[src/rtl/irq_controller.sv]
`default_nettype none
// ============================================================================
// Module   : irq_controller
// Brief    : Memory-mapped priority interrupt controller with per-source sync,
//            level/edge capture, masking, global enable and vector readout.
// Revision : 1.0 - initial release
// ============================================================================
module irq_controller #(
    parameter int NUM_SRC = 8
) (
    input  logic               clk,
    input  logic               rst,
    input  logic               cs,
    input  logic               rw,
    input  logic [1:0]         rs,
    input  logic [7:0]         data_in,
    output logic [7:0]         data_out,
    input  logic [NUM_SRC-1:0] irq_n_in,
    output logic               irq
);

    localparam logic [7:0] c_SRC_MASK   = 8'((9'd1 << NUM_SRC) - 9'd1);
    localparam logic [1:0] c_REG_STATUS = 2'd0;
    localparam logic [1:0] c_REG_MASK   = 2'd1;
    localparam logic [1:0] c_REG_MODE   = 2'd2;
    localparam logic [1:0] c_REG_CTRL   = 2'd3;

    logic [7:0] w_src_n;
    logic [7:0] r_sync1;
    logic [7:0] r_sync2;
    logic [7:0] r_prev;
    logic [7:0] r_pend;
    logic [7:0] r_mask;
    logic [7:0] r_mode;
    logic       r_gie;
    logic       r_irq;

    logic       w_wr;
    logic       w_wr_status;
    logic       w_wr_mask;
    logic       w_wr_mode;
    logic       w_wr_ctrl;
    logic [7:0] w_fall;
    logic [7:0] w_clr;
    logic [7:0] w_mode_rise;
    logic [7:0] w_pend_next;
    logic [7:0] w_act;
    logic [2:0] w_idx;

    // Unimplemented source slots are tied inactive so every register is 8 bits.
    generate
        for (genvar i = 0; i < 8; i++) begin : g_src
            if (i < NUM_SRC) begin : g_used
                assign w_src_n[i] = irq_n_in[i];
            end else begin : g_unused
                assign w_src_n[i] = 1'b1;
            end
        end
    endgenerate

    assign w_wr        = cs & ~rw;
    assign w_wr_status = w_wr & (rs == c_REG_STATUS);
    assign w_wr_mask   = w_wr & (rs == c_REG_MASK);
    assign w_wr_mode   = w_wr & (rs == c_REG_MODE);
    assign w_wr_ctrl   = w_wr & (rs == c_REG_CTRL);

    assign w_fall      = r_prev & ~r_sync2;
    assign w_clr       = {8{w_wr_status}} & data_in & r_mode;
    assign w_mode_rise = {8{w_wr_mode}} & data_in & c_SRC_MASK & ~r_mode;
    assign w_act       = r_pend & r_mask;

    // Entering edge mode drops any stale level so it is not mistaken for an edge;
    // a capture in the same cycle as a W1C clear takes precedence.
    always_comb begin
        w_pend_next = '0;
        for (int i = 0; i < 8; i++) begin
            if (w_mode_rise[i])
                w_pend_next[i] = 1'b0;
            else if (!r_mode[i])
                w_pend_next[i] = ~r_sync2[i];
            else
                w_pend_next[i] = (r_pend[i] & ~w_clr[i]) | w_fall[i];
        end
    end

    // Bit 0 has highest priority, so scan downward and let the lowest set bit win.
    always_comb begin
        w_idx = 3'd0;
        for (int i = 7; i >= 0; i--) begin
            if (w_act[i])
                w_idx = 3'(i);
        end
    end

    always_ff @(posedge clk or posedge rst) begin
        if (rst) begin
            r_sync1 <= 8'hFF;
            r_sync2 <= 8'hFF;
            r_prev  <= 8'hFF;
            r_pend  <= 8'h00;
            r_mask  <= 8'h00;
            r_mode  <= 8'h00;
            r_gie   <= 1'b0;
            r_irq   <= 1'b0;
        end else begin
            r_sync1 <= w_src_n;
            r_sync2 <= r_sync1;
            r_prev  <= r_sync2;
            r_pend  <= w_pend_next;
            r_irq   <= r_gie & (|w_act);
            if (w_wr_mask)
                r_mask <= data_in & c_SRC_MASK;
            if (w_wr_mode)
                r_mode <= data_in & c_SRC_MASK;
            if (w_wr_ctrl)
                r_gie <= data_in[0];
        end
    end

    always_comb begin
        data_out = 8'h00;
        if (cs) begin
            case (rs)
                c_REG_STATUS: data_out = w_act;
                c_REG_MASK:   data_out = r_mask;
                c_REG_MODE:   data_out = r_mode;
                default:      data_out = (|w_act) ? {1'b1, 4'b0000, w_idx} : 8'h00;
            endcase
        end
    end

    assign irq = r_irq;

endmodule
`default_nettype wire
[config.mk]
export PLATFORM = sky130hd
export DESIGN_NAME = irq_controller
export DESIGN_NICKNAME = d
export VERILOG_FILES = /design/src/rtl/irq_controller.sv
export SDC_FILE = /design/constraint.sdc
export NUM_CORES = 1
export LEC_CHECK = 0
export ABC_CLOCK_PERIOD_IN_PS = 1800
export CAP_MARGIN = 15
export CORE_MARGIN = 5
export CORE_UTILIZATION = 35
export DETAILED_ROUTE_END_ITERATION = 10
export GPL_ROUTABILITY_DRIVEN = 0
export GPL_TIMING_DRIVEN = 0
export PLACE_DENSITY = 0.54
export SLEW_MARGIN = 20
export SYNTH_ARGS = -nofsm -noshare
export SYNTH_HDL_FRONTEND = slang
export SYNTH_SLANG_ARGS = --single-unit
[constraint.sdc]
create_clock -name clk -period 1.8 [get_ports clk]
set_input_delay 0.36 -clock clk [delete_from_list [all_inputs] [get_ports clk]]
set_output_delay 0.36 -clock clk [all_outputs]
set_load 0.02 [all_outputs]
# After elaboration in Yosys (flattened, before gate mapping)
# Cells that the tools add are included.
[op_classes] n_eq_ne=3 magnitude_cmp=0 bitwise_logic=47 n_shift=0 n_reduce_logical=2 n_mux=27 div=0 add_sub_neg=0 mul=0
[ops] operator="bitwise AND 8 bit" n=6
[ops] operator="two-way mux 3 bit" n=8
[ops] operator="case mux 8 bit (3 select lines)" n=1
[ops] operator="inverter 1 bit" n=17
[ops] operator="two-way mux 1 bit" n=16
[ops] operator="two-way mux 8 bit" n=2
[ops] operator="inverter 8 bit" n=2
[ops] operator="bitwise AND 1 bit" n=14
[ops] operator="OR 1 bit" n=8
[ops] operator="OR reduction 8 bit" n=1
[ops] operator="== test 2 bit (second input constant)" n=2
[ops] operator="== test 2 x 1 -> 1 bit (second input constant)" n=1
[ops] operator="zero test 2 bit" n=1
[word_totals] latchBits=0 elab_cells=87 mem_bits_ro=0 ff_bits=50 n_memories=0 ramBits=0 input_bits=22

# Longest topological paths before layout
# Gate-level depths: netlist of the first run.
[logic_depth] ltp_word=12 ltp_mapped=6

# Least setup slack after synthesis of the first run
# No wires, ideal clock.
[synth_path] path_kind="input to output" start="input rs[1]" end="output data_out[3]" cell_stages=5 arrival_ps=1313 setup_slack_ps=127 path_buffers=1 cell_sequence="buf_4 -> inv_1 -> nor2_1 -> nand2_1 -> a21boi_0"
[synth_via] elab_chain_cells=3 elab_cells_between_ends=5
[synth_rtl] element="start, declared" line_no="15" text="input logic [1:0] rs,"
[synth_rtl] element="== test 2 bit, or another cell as far along" line_no="123" text="case (rs)"
[synth_rtl] element="case mux 8 bit (3 select lines) *" line_no="123"
[synth_rtl] element="two-way mux 8 bit *" line_no="122" text="if (cs) begin"
[synth_rtl] element="end, declared" line_no="17" text="output logic [7:0] data_out,"
# Mark *: on every way between the ends. The rest lies on a longest branch, timed or not.

# Final worst setup path of the first run
[layout_path] start="register r_mask[5]" end="output data_out[0]"
[layout_via] elab_chain_cells=10 elab_cells_between_ends=11
[layout_rtl] element="start, declared" line_no="33" text="logic [7:0] r_mask;"
[layout_rtl] element="start signal, assigned" line_no="112" text="r_mask <= data_in & c_SRC_MASK;"
[layout_rtl] element="bitwise AND 8 bit *" line_no="70" text="assign w_act = r_pend & r_mask;"
[layout_rtl] element="two-way mux 3 bit (6 in a row)" line_no="90" text="if (w_act[i])"
[layout_rtl] element="two-way mux 8 bit *" line_no="127" text="default: data_out = (|w_act) ? {1'b1, 4'b0000, w_idx} : 8'h00;"
[layout_rtl] element="case mux 8 bit (3 select lines) *" line_no="123"
[layout_rtl] element="two-way mux 8 bit *" line_no="122"
# Marked as above.

==> flow_summary.yaml, run 1 <==
floorplan:
  fp.coreArea_um2: 5890
  chipHeight_um: 87.6
  rows: 28
  io_pins: 31
  die_x_um: 87.6
  dieArea_um2: 7680
  initial_core_util_pct: 35.8
grt:
  antenna_found_initial: 0
  grt_max_degree: 32
  grt_first_pass_wirelength_mm: 7.85
  grt_usage_pct: 13.3
  gr-total-overflow: 0
  first_global_vias: 1590
clock_network:
  cts_max_path_buffers: 2
  cts_hold_buf: 0
  clk_root_buffer_cell: "clkbuf_8"
  cts_tree: "yes"
  clock_latency_ns: 0.30
  cts_htree_levels: 2
  clkTransAtPathRegs_ns: 0.08
  cts_num_sinks: 50
  cts_buffers: 5
synth:
  postSynthCellCount: 175
  synth_nets: 197
  synth_edf_count: 0
  async_reset_ff_share_pct: 100
  synth_seq_area_share_pct: 60.7
  ys.flop_type: "dfrtp_1"
  ys_seq_elements: 50
  synth_top_area_share_pct: 30.8
  syn_avg_cell_area_um2: 12.1
  yosys_warnings: 0
  synth_common_cells: "28 x a21oi_1, 26 x dfrtp_1, 24 x dfstp_2"
  ys_types: 28
  yosys.area.top_type: "dfrtp_1"
  syn_area_um2: 2110
  yosys.cell_count.top_type: "a21oi_1"
  synth_area_leaders: "dfrtp_1 31%, dfstp_2 30%, mux2_2 10%, a21oi_1 6.6%, nand2_1 3.4%"
detailed_routing:
  drc: 0
  vias_per_cell: 5.02
  vias: 1551
  maxUsedRoutingLayer: "met4"
  drt-met1-wl_mm: 2.07
  drtPass1Iterations: 4
  met3_length_um: 267
  antenna_left: 0
  drtIter0Drc: 48
  wl_met2_mm: 2.23
  wl_per_cell_um: 15.2
  routed_wl_mm: 4.70
setup_path:
  required_ns: 1.44
  critPathMaxFanout: 4
  worst-setup-path-type: "flip-flop to output port"
  worst_setup_path_start_kind: "flip-flop"
  crit_arrival_ns: 1.60
  crit_path_end_kind: "output port"
sta:
  grt_setup_unrepaired: "true"
  max_freq_ghz: 0.509
  worst_slack_ns: -0.164
  fin_skew_ns: 0.00436
  layout_min_cycle_time_ns: 1.96
  max_slew.worst_pin.slew_ns: 0.432
  setup_violations: 4
  fin_crit_sh_pct: 109
  finalHoldViolCount: 0
  drv_slew: 0
  slew_headroom_pct: 71.1
power_and_ir_drop:
  power_leakage_nw: 1.15
  irDropWorstVdd_mv: 0.503
  power_mw: 2.89
  power_density_nw_per_um2: 1020
cells_and_area:
  synthToLayoutAreaGrowth_pct: 34.7
  final_nets: 255
  antenna_cells: 0
  drive_gt1_share_pct: 46.2
  nFillCells: 540
placement:
  post-dp-hpwl_mm: 3.16
  io_buffers: 30
  pre_cts_slack_ns: -1.04
status:
  failed_checks: "negative setup slack"
  status: "finished with violations"
hold_path:
  hp-class: "flip-flop to flip-flop"
run:
  drv_cap: 0
## per-stage QoR
step	utilization [%]	cells	hold slack [ns]	TNS [ns]	area, µm²
detailed placement	42.9	281	0.347	-12.75	2520
global route	48.3	309	0.361	-0.842	2840
finish	48.3	309	0.359	-0.462	2840
CTS	46.2	299	0.360	-0.378	2720
global placement	42.5	280	0.346	-34.13	2500
floorplan	-	175	0.345	0	2110
## worst max-delay path, cell delays in order, from the launching register on
cell and delay, ns:
dfrtp_2 0.43, a22oi_2 0.22, nand4_1 0.14, buf_4 0.16, a21oi_2 0.12, a211oi_2 0.05, buf_4 0.17
## power by group
part	internal (mW)	switching, mW	total (mW)	leakage (nW)
Sequential	1.30	0.149	1.45	0.556
Combinational	0.377	0.299	0.676	0.531
Clock	0.409	0.356	0.765	0.0579
## final cells by class
class	count	area, µm²	share of cell area, %
Sequential cell	50	1280	45.1
Multi-Input combinational cell	117	853	30.0
Timing Repair Buffer	51	438	15.4
Tap cell	75	93.8	3.30
Clock buffer	5	68.8	2.42
Buffer	6	53.8	1.89
Clock inverter	3	40.0	1.41
Inverter	2	11.3	0.396
## per-layer routing
layer,up-vias,track usage (%)
li1,749,-
met1,749,17.1
met2,39,20.6
met3,14,3.86
met4,0,6.28
met5,-,0
## registers in the layout, indices dropped and copies added (netlist names)
register / cells
r_mask: 8
r_mode: 8
r_pend: 8
r_prev: 8
r_sync1: 8
r_sync2: 8
irq: 1
r_gie: 1
## final timing paths
check | start | to | slack (ns) | cells past startpoint
worst max-delay path | r_mask[5] | data_out[0] | -0.16 | 6
worst min-delay path | r_sync1[6] | r_sync2[6] | 0.36 | 0
worst max register to register | r_mask[5] | irq | 0.60 | 4
worst min register to register | r_sync1[6] | r_sync2[6] | 0.36 | 0
max in group asynchronous | rst | r_sync1[0] | 0.85 | 3
min in group asynchronous | rst | r_pend[6] | 0.38 | 2
## cell usage in the layout (no fill, tap or decap), types with 2 or more instances in the layout
cell type | netlist | final
dfrtp_1 | 26 | 25
buf_6 | 1 | 3
nand2_1 | 19 | 19
a21boi_2 | 0 | 4
nor2_1 | 12 | 11
a21oi_2 | 0 | 2
dfstp_2 | 24 | 24
o21ai_0 | 3 | 2
nor2b_1 | 8 | 8
o211ai_1 | 4 | 4
a22oi_2 | 0 | 4
o221ai_1 | 3 | 2
mux2_2 | 19 | 19
buf_2 | 3 | 3
clkinv_2 | 0 | 2
buf_4 | 2 | 29
mux2_1 | 2 | 2
clkbuf_8 | 0 | 5
a21oi_1 | 28 | 26
clkdlybuf4s50_1 | 0 | 20
## what timing repair did
| action | 4_1_cts | 5_1_grt |
|---|---|---|
| cloned | 1 | 0 |
| pin swaps | 5 | 5 |
| setup buffers | 9 | 11 |
| resized for setup | 62 | 17 |
| endpoints found under the hold margin | 0 | 0 |
| setup endpoints to repair | 18 | 18 |
## logic make-up (layout without fill, tap and decap cells)
group | after synthesis | in the layout | synth area share, %
mux | 21 | 21 | 11.2
compound gates | 51 | 51 | 14.7
flops | 50 | 50 | 60.7
buf+inv | 8 | 67 | 2.31
simple gates | 45 | 45 | 11.1
No activity file was read; power rests on OpenSTA's default activity.
==> run 2, diff against run 1 <==
CAP_MARGIN = 10   (was 15)
PLACE_DENSITY = 0.53   (was 0.54)
==> flow_summary.yaml, run 2 (same netlist as run 1, synthesis figures left out) <==
placement:
  io_buffers: 30
  place_area_um2: 2520
  post-dp-hpwl_mm: 3.06
  pre_cts_slack_ns: -1.08
  placed_cells: 281
floorplan:
  fp.coreArea_um2: 5890
  chipHeight_um: 87.6
  dieArea_um2: 7680
  rows: 28
  initial_core_util_pct: 35.8
  io_pins: 31
  die_x_um: 87.6
sta:
  fin_crit_sh_pct: 106
  max_slew.worst_pin.slew_ns: 0.474
  slew_headroom_pct: 68.4
  max_freq_ghz: 0.522
  drv_slew: 0
  finalHoldViolCount: 0
  fin_skew_ns: 0.00873
  setup_tns_ns: -0.313
  setup_violations: 4
  layout_min_cycle_time_ns: 1.91
  timing.hold.ws_ns: 0.357
  worst_slack_ns: -0.115
  grt_setup_unrepaired: "true"
setup_path:
  required_ns: 1.44
  critPathMaxFanout: 4
  crit_arrival_ns: 1.55
  worst-setup-path-type: "flip-flop to output port"
  worst_setup_path_start_kind: "flip-flop"
  crit_path_end_kind: "output port"
grt:
  grt_first_pass_wirelength_mm: 7.61
  gr-usage-met3_pct: 3.86
  busiest_layer: "met2"
  grt_max_degree: 30
  antenna_found_initial: 0
  gr-total-overflow: 0
  gr-usage-met2_pct: 20.4
  use_met1_pct: 16.7
  grt_usage_pct: 12.8
  first_global_vias: 1589
cells_and_area:
  antenna_cells: 0
  nFillCells: 543
  final_util_pct: 47.0
  instances_no_fill: 300
  layout_common_cells: "28 x a21oi_1, 25 x dfrtp_1, 24 x dfstp_2"
  synthToLayoutAreaGrowth_pct: 31.2
  seqCellArea_um2: 1280
  multiInputGateArea_um2: 821
  drive_gt1_share_pct: 40.4
  final_common_cell: "a21oi_1"
  final_area_um2: 2770
  final_nets: 246
power_and_ir_drop:
  power_mw: 2.99
  power_density_nw_per_um2: 1080
  power_leakage_nw: 1.12
  irDropWorstVdd_mv: 0.585
detailed_routing:
  routed_wl_mm: 4.47
  vias_per_cell: 5.07
  drc: 0
  vias: 1520
  antenna_left: 0
  wl_per_cell_um: 14.9
  drtIter0Drc: 59
  drtPass1Iterations: 4
clock_network:
  cts_max_path_buffers: 2
  clkTransAtPathRegs_ns: 0.08
  cts_buffers: 5
  cts_hold_buf: 0
  cts_num_sinks: 50
  cts_tree: "yes"
  clk_root_buffer_cell: "clkbuf_8"
  cts_htree_levels: 2
  clock_latency_ns: 0.30
run:
  drv_cap: 0
status:
  status: "finished with violations"
  failed_checks: "negative setup slack"
hold_path:
  hp-class: "flip-flop to flip-flop"
[run 2: changes by cell type in the layout (fill, tap and decap cells not counted), sizes merged]
| cell | before | now |
|---|---|---|
| buf | 36 | 27 |
| clkinv | 2 | 0 |
| bufinv | 1 | 2 |
| clkbuf | 6 | 7 |
| clkinvlp | 1 | 0 |
| inv | 1 | 2 |
[run 2: critical path, cell delays in order (launching register included)]
cell and delay, ns:
dfrtp_1 0.43, a22o_1 0.24, o21ai_0 0.21, a21oi_1 0.11, nor2_1 0.13, buf_4 0.15
[run 2: layout make-up]
type | count | area share, %
sequential | 50 | 46.3
multi-input combinational | 117 | 29.7
timing repair buffer | 42 | 13.1
tap | 75 | 3.39
clock buffer | 6 | 2.98
clock inverter | 2 | 2.17
buffer | 6 | 2.08
inverter | 2 | 0.271
[run 2: worst paths after layout]
path                            startpoint           to  slack (ns)  cells past startpoint
worst max register to register   r_pend[3]          irq        0.69                      3
worst min register to register  r_sync1[2]   r_sync2[2]        0.36                      0
max in group asynchronous              rst   r_sync1[2]        0.82                      3
worst max-delay path             r_pend[5]  data_out[1]       -0.11                      5
worst min-delay path            r_sync1[2]   r_sync2[2]        0.36                      0
min in group asynchronous              rst    r_mask[6]        0.39                      2
[run 2: power breakdown]
part,switching (mW),leakage (nW),internal (mW)
logic,0.262,0.493,0.329
clock network,0.346,0.0714,0.592
registers,0.154,0.556,1.30
[run 2: layer usage]
layer,up-vias,part of all wire [%]
met5,-,0
met1,750,46
met3,6,5.8
met2,38,47
li1,726,-
met4,0,1.4
[run 2: what timing repair did]
action / CTS / global route
cloned: 0 / 0
endpoints found under the setup margin: 17 / 18
pin swaps: 4 / 3
buffers inserted: 9 / 2
gates resized for setup: 60 / 8
